===== config.mk =====
export PLATFORM = sky130hd
export DESIGN_NAME = clb_multi
export DESIGN_NICKNAME = d
export VERILOG_FILES = /design/src/rtl/clb_multi.sv
export SDC_FILE = /design/constraint.sdc
export NUM_CORES = 1
export LEC_CHECK = 0
export BUFFER_PORTS_ARGS = -buffer_cell sky130_fd_sc_hd__buf_4
export CORE_MARGIN = 4
export CORE_UTILIZATION = 40
export DETAILED_ROUTE_END_ITERATION = 8
export PLACE_DENSITY = 0.62
export RECOVER_POWER = 50
export SYNTH_ARGS = -nofsm -noshare
export SYNTH_HDL_FRONTEND = slang
export SYNTH_SLANG_ARGS = --single-unit

===== constraint.sdc =====
create_clock -name clk -period 7.36 [get_ports clk]
set_clock_uncertainty 0.15 [all_clocks]
set_input_delay 0.368 -clock clk [delete_from_list [all_inputs] [get_ports clk]]
set_output_delay 0.368 -clock clk [all_outputs]
set_load 0.03 [all_outputs]

===== src/rtl/clb_multi.sv =====
// Multi-BLE configurable logic block: serial-scan configured K-LUT/flop elements
// behind a full input crossbar, with a load controller that validates load length.
module clb_multi #(
    parameter int LUT_K        = 4,
    parameter int BLE_NUM      = 4,
    parameter int CLB_IN_WIDTH = 10,
    parameter int SEL_WIDTH    = $clog2(CLB_IN_WIDTH + BLE_NUM + 1)
) (
    input  logic                    clk,
    input  logic                    rst,
    input  logic                    scan_en,
    input  logic                    scan_in,
    output logic                    scan_out,
    input  logic [CLB_IN_WIDTH-1:0] clb_in,
    input  logic                    ff_en,
    output logic [BLE_NUM-1:0]      out,
    output logic                    cfg_done,
    output logic                    cfg_err
);

    localparam int LUT_SIZE = 1 << LUT_K;
    localparam int BLE_BITS = 1 + LUT_K * SEL_WIDTH + LUT_SIZE;
    localparam int CFG_BITS = BLE_NUM * BLE_BITS;
    localparam int SRC_PAD  = 1 << SEL_WIDTH;
    localparam int CNT_W    = $clog2(CFG_BITS + 2);
    localparam logic [CNT_W-1:0] CNT_FULL = CNT_W'(CFG_BITS);
    localparam logic [CNT_W-1:0] CNT_SAT  = CNT_W'(CFG_BITS + 1);

    typedef enum logic [1:0] {
        UNCONFIG = 2'd0,
        SHIFT    = 2'd1,
        ACTIVE   = 2'd2
    } state_t;

    state_t               state_q, state_d;
    logic [CNT_W-1:0]     cnt_q;
    logic [CFG_BITS-1:0]  cfg;
    logic [BLE_NUM-1:0]   ff_q;
    logic [BLE_NUM-1:0]   lut_out;
    logic [BLE_NUM-1:0]   is_comb;
    logic [SRC_PAD-1:0]   src_pad;
    logic                 enter_shift;
    logic                 load_ok;
    logic                 load_bad;
    logic                 run_logic;

    // Padding the source vector to every encodable select value makes all
    // out-of-range selects, including the explicit constant slot, read 0.
    assign src_pad   = SRC_PAD'({ff_q, clb_in});
    assign run_logic = (state_q == ACTIVE) && !scan_en;
    assign scan_out  = cfg[0];

    for (genvar b = 0; b < BLE_NUM; b++) begin : g_ble
        localparam int BASE = b * BLE_BITS;
        logic [LUT_K-1:0]    addr;
        logic [LUT_SIZE-1:0] lut_bits;

        assign lut_bits   = cfg[BASE + 1 + LUT_K * SEL_WIDTH +: LUT_SIZE];
        assign is_comb[b] = cfg[BASE];
        assign lut_out[b] = lut_bits[addr];

        always_comb begin
            addr = '0;
            for (int i = 0; i < LUT_K; i++) begin
                addr[i] = src_pad[cfg[BASE + 1 + i * SEL_WIDTH +: SEL_WIDTH]];
            end
        end
    end

    assign out = run_logic ? ((is_comb & lut_out) | (~is_comb & ff_q)) : '0;

    always_comb begin
        state_d     = state_q;
        enter_shift = 1'b0;
        load_ok     = 1'b0;
        load_bad    = 1'b0;
        case (state_q)
            UNCONFIG, ACTIVE: begin
                if (scan_en) begin
                    state_d     = SHIFT;
                    enter_shift = 1'b1;
                end
            end
            SHIFT: begin
                if (!scan_en) begin
                    if (cnt_q == CNT_FULL) begin
                        state_d = ACTIVE;
                        load_ok = 1'b1;
                    end else begin
                        state_d  = UNCONFIG;
                        load_bad = 1'b1;
                    end
                end
            end
            default: state_d = UNCONFIG;
        endcase
    end

    always_ff @(posedge clk or posedge rst) begin
        if (rst) begin
            state_q  <= UNCONFIG;
            cnt_q    <= '0;
            cfg_err  <= 1'b0;
            cfg_done <= 1'b0;
        end else begin
            state_q  <= state_d;
            cfg_done <= (state_d == ACTIVE);
            if (enter_shift) begin
                cnt_q   <= CNT_W'(1);
                cfg_err <= 1'b0;
            end else if (state_q == SHIFT && scan_en && cnt_q != CNT_SAT) begin
                cnt_q <= cnt_q + 1'b1;
            end
            if (load_ok) begin
                cfg_err <= 1'b0;
            end else if (load_bad) begin
                cfg_err <= 1'b1;
            end
        end
    end

    // Configuration chain and BLE flops; a new load always starts from cleared flops.
    always_ff @(posedge clk or posedge rst) begin
        if (rst) begin
            cfg  <= '0;
            ff_q <= '0;
        end else begin
            if (scan_en) begin
                cfg <= {scan_in, cfg[CFG_BITS-1:1]};
            end
            if (enter_shift) begin
                ff_q <= '0;
            end else if (run_logic && ff_en) begin
                ff_q <= lut_out;
            end
        end
    end

endmodule


Yosys cells after proc, flatten, opt, wreduce, memory -nomap -nowiden --
Cells that the tools add are included.
Storage, ports and cells: bits of input ports 15, flip-flop bits (word level) 148, word-level logic and storage cells 106
Cells by class: equality and inequality tests 5, bitwise logic cells 4, mux-type cells 60, reductions and logical operators 10, $add $sub $neg 1, order comparisons 20
Operators with widths (count):
- $lt 4x5->1 const B | 20
- $bmux 1 s4 | 20
- $mux 1 | 31
- $mux 8 | 2
- $mux 4 | 3
- $add 8x1->8 const B | 1
- $and 4x4->4 | 2
- $eq 8x8->1 const B | 1
- $ne 8x8->1 const B | 1
- $mux 2 | 3
- $eq 2x2->1 const B | 2
- $logic_and 1x1->1 | 4
- $not 4->4 | 1
- $or 4x4->4 | 1
- $pmux 2 s2 | 1
- $reduce_bool 2->1 | 2
- $reduce_bool 3->1 | 1
- $eq 2x1->1 const B | 1
- $logic_not 2->1 | 1
- $reduce_or 2->1 | 1
- $logic_not 1->1 | 1

Depth between registers and ports, before layout --
Gate-level depths: netlist of run 1.
depth in word-level cells 7, gate-level depth with buffers 9, depth with buffers taken out 7

Least setup slack after synthesis of run 1 --
No wires, ideal clock.
kind flip-flop to output port, from reg cfg[67], to out out[2], arrival time 2615 ps, cell stages (with the launch flop) 9, data required time 6842 ps, path slack 4227 ps, cells stage by stage dfrtp_1 clkbuf_1 mux4_2 a221oi_2 a31oi_2 o2111a_1 nor4b_1 a22oi_2 a21oi_1
Between the ends: longest elaborated chain between the ends 7
Ends and longest elaborated chain:
- start: declaration | line 37 | logic [CFG_BITS-1:0] cfg;
- start signal: assignment | line 129 | cfg <= {scan_in, cfg[CFG_BITS-1:1]};
- $bmux 1 s4 | line 65 | addr[i] = src_pad[cfg[BASE + 1 + i * SEL_WIDTH +: SEL_WIDTH]];
- $mux 1 (not written as such) | line 65
- $bmux 1 s4 | line 60 | assign lut_out[b] = lut_bits[addr];
- $mux 1 (not written as such) | line 60
- $and 4x4->4 | line 70 | assign out = run_logic ? ((is_comb & lut_out) | (~is_comb & ff_q)) : '0;
- $or 4x4->4 | line 70
- $mux 4 | line 70
- end: declaration | line 16 | output logic [BLE_NUM-1:0] out,
No other way between the ends. The select of a mux whose other input is x is not followed.

Worst setup path after layout of run 1 --
from reg ff_q[0], to out out[2]
Between the ends: longest elaborated chain between the ends 7, elaborated cells on any way between the ends 13, classes of those cells mux (11); bitwise (2)
Ends and longest elaborated chain:
- start: declaration | line 38 | logic [BLE_NUM-1:0] ff_q;
- start signal: assignment | line 134 | ff_q <= lut_out;
- $bmux 1 s4 | line 65
- $mux 1 (not written as such) | line 65
- $bmux 1 s4 * | line 60
- $mux 1 (not written as such) * | line 60
- $and 4x4->4 * | line 70
- $or 4x4->4 * | line 70
- $mux 4 * | line 70
Every way passes the cells marked *; elsewhere a longest branch is shown, timed or not. The select of a mux whose other input is x is not followed.

==> results of run 1 <==
-- final timing paths --
| kind | start | end | slack (ns) |
|---|---|---|---|
| min reg2reg | cfg[32] | cfg[31] | 0.34 |
| max in group asynchronous | rst | cfg[15] | 3.85 |
| min | scan_in | cfg[131] | 0.03 |
| min in group asynchronous | rst | cfg[60] | 1.14 |
| max reg2reg | ff_q[0] | ff_q[2] | 4.05 |
| max | ff_q[0] | out[2] | 3.15 |
-- per-stage QoR --
stage / std cells / hold slack [ns]
2_1_floorplan: 722 / 0.303
3_3_place_gp: 970 / 0.318
3_5_place_dp: 970 / 0.333
4_1_cts: 1003 / 0.0220
5_1_grt: 1003 / 0.0315
6_report: 1003 / 0.0271
-- power breakdown --
group	switching [mW]	internal, mW	leakage, nW
Sequential	0.328	1.07	1.99
Clock	0.367	0.489	0.274
Combinational	0.667	0.716	1.72
-- layout by cell type (no fill, tap or decap), drive strengths merged, types with 3 or more instances in the layout --
cell type / n
dfrtp: 148
mux2: 115
nand2: 56
o21ai: 50
mux4: 47
inv: 45
nor2: 24
clkbuf: 24
mux2i: 19
buf: 19
a21oi: 17
nor2b: 13
nand2b: 12
or2: 12
o22ai: 10
a221oi: 9
o2111ai: 8
nand3: 7
a2111oi: 6
xor2: 6
a22oi: 6
nor3b: 5
and2: 4
a21o: 4
o221ai: 4
o211ai: 4
clkinvlp: 4
a211oi: 3
nand4: 3
o31ai: 3
ha: 3
clkinv: 3
-- Yosys cell counts (7+ instances only) --
library cell  count
a21oi_1          17
nand2b_1         12
inv_1            41
or2_2            12
nor2_1           21
mux2_2          112
mux4_2           47
nor2b_1          13
o21ai_0          47
nand3_1           7
o2111ai_1         7
dfrtp_1         148
o22ai_1           9
clkbuf_1         41
nand2_1          56
mux2i_1          19
-- final cells by class --
class	instances	area (um2)	share of cell area, %
inverter	41	155	1.65
clock inverter	12	119	1.26
tap	275	344	3.65
clock buffer	20	457	4.85
timing repair buffer	24	175	1.86
multi-input combinational	483	4470	47.4
sequential	148	3700	39.3
-- state kept, by name, summed over array words and instances, names as in the netlist --
signal    flops
cfg         132
state_q       2
ff_q          4
cfg_done      1
cnt_q         8
cfg_err       1
-- per-layer routing --
metal | GRT usage, % | vias to the layer above | share of wire, % | wire length (um)
met5 | 0 | - | 0 | 0
met4 | 5.26 | 0 | 1.4 | 278
met3 | 4.11 | 24 | 5.7 | 1110
met2 | 26.4 | 172 | 47 | 9130
met1 | 23.2 | 2939 | 45 | 8770
li1 | - | 2675 | - | -
-- cell families after synthesis --
| family | share of synthesized area (%) |
|---|---|
| flops | 43.3 |
| compound gates | 12.6 |
| mux | 29.8 |
| xor+xnor | 0.717 |
| buf+inv | 4.35 |
| fa+ha+maj | 0.439 |
| simple gates | 8.75 |
==> flow_summary.toml, run 1 <==
[outcome]
status = "finished with violations"
violations = "capacitance limit, slew limit"

[sta]
fin_setup_tns_ns = 0
setup_viol = 0
fin_crit_ns = 4.21
slew_headroom_pct = -88.8
rsz0062_at_grt = "false"
worst_pin_slew_ns = 2.82
period_share_pct = 57.3
timing.fmax_mhz = 237
slew_viol_final = 64
hold_viol_final = 0
setup_ws_ns = 3.15

[global_routing]
overflow = 0
grt_max_degree = 103
grt_usage_pct = 16.8
grt_pass1_wl_mm = 32.2
antenna_found_initial = 0
grt_pass1_vias = 6004

[yosys]
ys_async_sr_fraction_pct = 100
ys_seq_area_share_pct = 43.3
synth_area_per_cell_um2 = 11.8
synth_seq_cells = 148
synth.area.top_cells = "dfrtp_1 (43%), mux2_2 (15%), mux4_2 (12%)"
syn-num-nets = 740
yosys_warnings = 0
ys.flop_type = "dfrtp_1"
syn_area_mm2 = 0.00855
synth_edf_count = 0
synth_cells = 722
yosysTopAreaCell = "dfrtp_1"
synth_top_area_share_pct = 43.3
synth_cell_types = 65

[setup_path]
crit_slowest_cell = "a2111oi_0"
critPathBufInv = 1
reg2reg_depth = 7
critPathArrivalTime_ns = 3.70
cp.required_ns = 6.84
cp_cell_sequence = "mux4_2 -> a221oi_4 -> nor3b_1 -> a2111oi_0 -> nor4b_1 -> a22oi_2 -> a21oi_1 -> buf_4"
cpPeakStageDelay_ns = 0.68
crit_path_end_kind = "output pin"
startpoint_type = "register"
crit_type = "register to output pin"
cp_top_family = "compound AO/OA/AOI/OAI gates"
crit_fanout = 19
worst-path-stages = 8

[route]
ant_nets = 0
drc = 0
drtPass1Iterations = 5
vias_per_cell = 5.79
wl_per_cell_um = 19.2
drt_iter0_drc = 401
vias = 5810
routed_wirelength_mm = 19.3

[worst_hold_path]
hold_class = "input port to register"
whs_path_depth = 2

[floorplan]
die_x_um = 154
initial_utilization_pct = 40.7
die_area_mm2 = 0.0238
core-area_mm2 = 0.0210
num_io_pins = 22
die_height_um = 154
row_count = 53

[layout]
areaGrowthSynthToFinish_pct = 10.3
num-fill-cells = 1909
fin_area_mm2 = 0.00943
antenna_cells = 0
drive_above_1_share_pct = 33.4
utilization_pct = 44.8
final_nets = 733

[cts]
clk_path_buf_depth = 2
cts_resized = 0
h-tree-depth = 4
cts-root-buf = "clkbuf_16"
cts_tree = "yes"
cts_hold_buf = 1
clock_latency_ns = 0.43
cts_sinks = 148
cts_buffers = 17
post_cts_buffers = 0
path_clk_slew_ns = 0.06

[pwr]
power_density_mw_per_mm2 = 385
peakVddDrop_uv = 161
power.total_mw = 3.63
p_leak_nw = 3.98

[job]
max-cap-violations = 1

[place]
dpl_cell_area_mm2 = 0.00885
place_congestion = 0.815
place_hpwl_mm = 12.2
dpl_worst_slack_ns = 3.88
port_buffers = 21
(Power assumes the default switching activity.)
==> run 2: changes to the inputs <==
Settings changed: PLACE_DENSITY 0.62 to 0.64.
Clock period 7.36 ns to 3.5 ns, I/O delays scaled along.
==> flow_summary.toml, run 2 (synthesized netlist as in run 1, its figures left out) <==
[route]
ant_nets = 0
drc = 0
vias_per_cell = 5.76
routed_wirelength_mm = 18.9
drtPass1Iterations = 5
vias = 5876
wl_per_cell_um = 18.5
drt_iter0_drc = 521

[floorplan]
initial_utilization_pct = 40.7
num_io_pins = 22
die_x_um = 154
row_count = 53
die_height_um = 154
core-area_mm2 = 0.0210
die_area_mm2 = 0.0238

[layout]
largest_reg_flops = 132
utilization_pct = 45.6
antenna_cells = 0
largest_registers = "cfg: 132 flops, cnt_q: 8 flops, ff_q: 4 flops"
layout_common_cells = "dfrtp_1 (141), mux2_2 (112), nand2_1 (56)"
final_common_cell = "dfrtp_1"
largest_register = "cfg"
final_nets = 750
num-fill-cells = 1926
areaGrowthSynthToFinish_pct = 12.1
drive_above_1_share_pct = 36.6

[worst_hold_path]
hold_class = "input port to register"
whs_path_depth = 4
hp-start = "ff_en"
min_to = "ff_q[1]"

[cts]
cts_sinks = 148
cts_tree = "yes"
clock_latency_ns = 0.43
cts-root-buf = "clkbuf_16"
clk_path_buf_depth = 2
path_clk_slew_ns = 0.06
cts_buffers = 17
h-tree-depth = 4

[setup_path]
rr_startpoint = "cfg[1]"
crit_fanout = 11
crit_path_end_kind = "output pin"
startpoint = "ff_q[1]"
cp.required_ns = 3.17
crit_type = "register to output pin"
reg2reg_depth = 7
r2r-end = "ff_q[0]"
regToRegSetupSlack_ns = 0.76
startpoint_type = "register"
critPathArrivalTime_ns = 3.02

[sta]
slew_viol_final = 39
setup_viol = 0
worst_pin_slew_ns = 1.70
period_share_pct = 95.7
rsz0062_at_grt = "true"
timing.fmax_mhz = 299
hold_viol_final = 0
slew_headroom_pct = -13.8
fin_crit_ns = 3.35
setup_ws_ns = 0.151

[pwr]
peakVddDrop_uv = 394
power_density_mw_per_mm2 = 798
p_leak_nw = 4.04

[place]
port_buffers = 21
place_hpwl_mm = 11.8
place_congestion = 0.788
dpl_worst_slack_ns = 0.286

[outcome]
violations = "capacitance limit, slew limit"
status = "finished with violations"

[global_routing]
grt_pass1_vias = 5723
grt_max_degree = 79
antenna_found_initial = 0
grt_pass1_wl_mm = 31.3
overflow = 0
grt_usage_pct = 16.3

[job]
max-cap-violations = 1
## run 2: layout make-up
cell class	count	area, um2	share of cell area [%]
Sequential cell	148	3710	38.8
Clock inverter	15	119	1.24
Timing Repair Buffer	41	307	3.20
Multi-Input combinational cell	483	4520	47.2
Inverter	41	155	1.62
Tap cell	275	344	3.59
Clock buffer	17	425	4.44
## run 2: critical path, stage by stage, from the launching register on
cell      delay (ns)
dfrtp_2         0.45
buf_4           0.20
mux4_2          0.49
o22ai_1         0.19
buf_4           0.19
o22a_2          0.18
a21oi_1         0.05
a32o_1          0.23
o211ai_1        0.28
o21ba_2         0.17
buf_4           0.16
## run 2: power breakdown
| group | internal [mW] | total [mW] | switching (mW) |
|---|---|---|---|
| clock | 0.920 | 1.70 | 0.782 |
| combinational | 1.61 | 3.02 | 1.41 |
| sequential | 2.25 | 2.92 | 0.674 |
| total | 4.77 | 7.64 | 2.87 |
## run 2: what timing repair did
item                                    in CTS  in global routing
buffers inserted                             0                  6
resized for setup                            6                 13
pin swaps                                    0                  5
endpoints found under the setup margin       2                  4
endpoints found under the hold margin       43                  0
hold buffers                                 3                  0
## run 2: routing by layer
layer / track usage [%] / vias up / part of all wire, %
met5: 0 / - / 0
met4: 4.33 / 0 / 1.4
met3: 3.86 / 17 / 5.9
met2: 23.5 / 159 / 45
met1: 24.8 / 2987 / 48
li1: - / 2713 / -
## run 2: stage by stage
| step | std cells | TNS, ns | hold slack (ns) | total power [mW] | area [um2] |
|---|---|---|---|---|---|
| 2_1_floorplan | 722 | 0 | 0.177 | 5.18 | 8550 |
| 3_3_place_gp | 979 | 0 | 0.258 | 5.76 | 8950 |
| 3_5_place_dp | 979 | 0 | 0.247 | 5.82 | 8950 |
| 4_1_cts | 1014 | 0 | 0.0144 | 7.58 | 9540 |
| 5_1_grt | 1020 | -0.0402 | 0.0589 | 8.18 | 9580 |
| 6_report | 1020 | 0 | 0.0411 | 7.64 | 9580 |
## run 2: worst max-delay path by stage
stage | end | cells after the start
2_1_floorplan | out[2] | 8
3_3_place_gp | out[1] | 8
3_5_place_dp | out[1] | 8
4_1_cts | out[1] | 8
5_1_grt | out[1] | 8
6_report | out[0] | 10
==> run 3: changes to the inputs <==
Settings changed: ABC_AREA set to 1.
==> flow_summary.toml, run 3 <==
[outcome]
status = "finished with violations"
violations = "capacitance limit, slew limit"

[yosys]
synth_top_area_share_pct = 42.9
syn-num-nets = 1208
synth_area_per_cell_um2 = 7.26
synth_cell_types = 35
ys_top_cells_by_count = "nand2_1 (313), o21ai_0 (191), nand3_1 (169), dfrtp_1 (148), inv_1 (133)"
ys_seq_area_share_pct = 42.9
yosysTopAreaCell = "dfrtp_1"
ys.flop_type = "dfrtp_1"
synth_cells = 1190
synth_edf_count = 0
synth.area.top_cells = "dfrtp_1 (43%), nand2_1 (14%), o21ai_0 (11%)"
syn_area_mm2 = 0.00864
ys_async_sr_fraction_pct = 100
yosys_warnings = 0
synth.most_common_cell = "nand2_1"
synth_seq_cells = 148

[cts]
cts_buffers = 17
cts-root-buf = "clkbuf_16"
clk_path_buf_depth = 2
cts_tree = "yes"
cts_sinks = 148
path_clk_slew_ns = 0.07
clock_latency_ns = 0.43
h-tree-depth = 4

[setup_path]
critPathBufInv = 3
critPathArrivalTime_ns = 2.78
reg2reg_depth = 14
cpPeakStageDelay_ns = 0.54
startpoint_type = "register"
crit_slowest_cell = "dfrtp_1"
cp.required_ns = 3.17
crit_path_end_kind = "output pin"
worst-path-stages = 14
crit_type = "register to output pin"
cp_cell_sequence = "inv_1 -> nand2_1 -> nand3_1 -> nand2_1 -> nand2_1 -> nand3_1 -> nand2_1 -> inv_2 -> nand3_1 -> nand3_1 -> nand3_2 -> nand2_2 -> a21oi_2 -> buf_4"
crit_fanout = 11
cp_top_family = "simple AND/OR/NAND/NOR gates"

[sta]
setup_viol = 0
timing.fmax_mhz = 322
worst_pin_slew_ns = 1.93
slew_viol_final = 42
rsz0062_at_grt = "false"
period_share_pct = 88.7
hold-worst-slack_ns = 0.00684
fin_crit_ns = 3.10
hold_viol_final = 0
slew_headroom_pct = -29.2
fin_setup_tns_ns = 0

[floorplan]
row_count = 53
core-area_mm2 = 0.0212
die_height_um = 155
die_area_mm2 = 0.0240
die_x_um = 155
num_io_pins = 22
initial_utilization_pct = 40.8

[global_routing]
grt_pass1_vias = 7445
antenna_found_initial = 0
grt_max_degree = 90
grt_usage_pct = 19.2
overflow = 0
grt_pass1_wl_mm = 37.8

[place]
place_hpwl_mm = 14.7
port_buffers = 21
dp.cells = 1433
place_congestion = 0.895

[layout]
final_nets = 1198
largest_reg_flops = 132
drive_above_1_share_pct = 8.97
multi_input_comb_area_mm2 = 0.00404
layout_common_cells = "nand2_1 (313), o21ai_0 (191), nand3_1 (169)"
final_cell_count_no_fill = 1468
largest_register = "cfg"
utilization_pct = 44.9
largest_registers = "cfg: 132 flops, cnt_q: 8 flops, ff_q: 4 flops"
num-fill-cells = 2136
antenna_cells = 0
final-seq-area_mm2 = 0.00370
areaGrowthSynthToFinish_pct = 10.1
final_common_cell = "nand2_1"

[worst_hold_path]
whs_path_depth = 3
hold_class = "input port to register"

[route]
wl_per_cell_um = 15.3
ant_nets = 0
drc = 0
drtPass1Iterations = 7
vias = 7907
routed_wirelength_mm = 22.4
vias_per_cell = 5.39
drt_iter0_drc = 629

[pwr]
p_leak_nw = 4.37
power_density_mw_per_mm2 = 601
power.total_mw = 5.71
peakVddDrop_uv = 385

[job]
max-cap-violations = 1
-- run 3: cell count changes in the layout (fill, tap and decap cells not counted), sizes merged, moves of 19 or more --
| cell | before | now |
|---|---|---|
| a21oi | 17 | 52 |
| inv | 47 | 154 |
| mux4 | 47 | 0 |
| nand2 | 56 | 330 |
| mux2i | 19 | 0 |
| nand3 | 7 | 181 |
| o21ai | 50 | 195 |
| mux2 | 115 | 0 |
-- run 3: per-stage QoR --
stage	instance area [um2]	setup WS [ns]
5_1_grt	9510	0.247
3_5_place_dp	8890	0.934
2_1_floorplan	8640	1.31
3_3_place_gp	8890	1.01
4_1_cts	9530	0.455
6_report	9510	0.397
-- run 3: power breakdown --
part / switching [mW] / total (mW) / internal [mW]
clock network: 0.817 / 1.91 / 1.09
logic: 1.01 / 1.54 / 0.534
registers: 0.287 / 2.26 / 1.97
-- run 3: area by class of cell --
cell class / instances / area share [%]
inverters: 151 / 6.03
multi-input cells: 832 / 42.5
flip-flops and latches: 148 / 39.0
repair buffers: 30 / 2.50
well taps: 275 / 3.62
clock buffers: 18 / 4.62
clock inverters: 14 / 1.79
-- run 3: path summary, 6_finish.rpt --
| kind | from | to | slack (ns) |
|---|---|---|---|
| max | ff_q[1] | out[1] | 0.40 |
| min | ff_en | ff_q[1] | 0.007 |
| max reg2reg | ff_q[1] | ff_q[2] | 1.07 |
| min reg2reg | cfg[92] | cfg[91] | 0.33 |
| max in group asynchronous | rst | cfg[104] | 0.85 |
| min in group asynchronous | rst | cfg[59] | 0.63 |
-- run 3: what timing repair did --
item,CTS,global route
hold buffers,3,0
setup buffers,0,0
endpoints found under the setup margin,0,0
endpoints found under the hold margin,59,0
resized for setup,0,0
-- run 3: logic make-up (layout without fill, tap and decap cells) --
kind of cell | Yosys count | in the layout | synth area share, %
and+or+nand+nor | 550 | 550 | 29.0
adders and majority gates | 3 | 3 | 0.435
AOI/OAI and AO/OA | 279 | 279 | 17.4
DFF | 148 | 148 | 42.9
buffers and inverters | 210 | 213 | 10.4
-- run 3: per-layer routing --
metal	track usage [%]	share of wire [%]	vias to the layer above
met4	5.42	1.9	0
met2	29.7	45	261
met3	4.62	7.2	34
li1	-	-	3898
met1	27.0	46	3714
met5	0	0	-
-- run 3: worst register-to-register path, stage by stage (launching register included) --
cell and delay, ns:
dfrtp_1 0.61, inv_1 0.33, nand2_1 0.15, nand3_1 0.08
nand2_1 0.06, nand2_1 0.05, nand3_1 0.06, nand2_1 0.16
inv_1 0.18, nand3_1 0.10, nand3_1 0.10, nand3_2 0.10
nand2_1 0.13, nand2_1 0.06, nand2_1 0.05
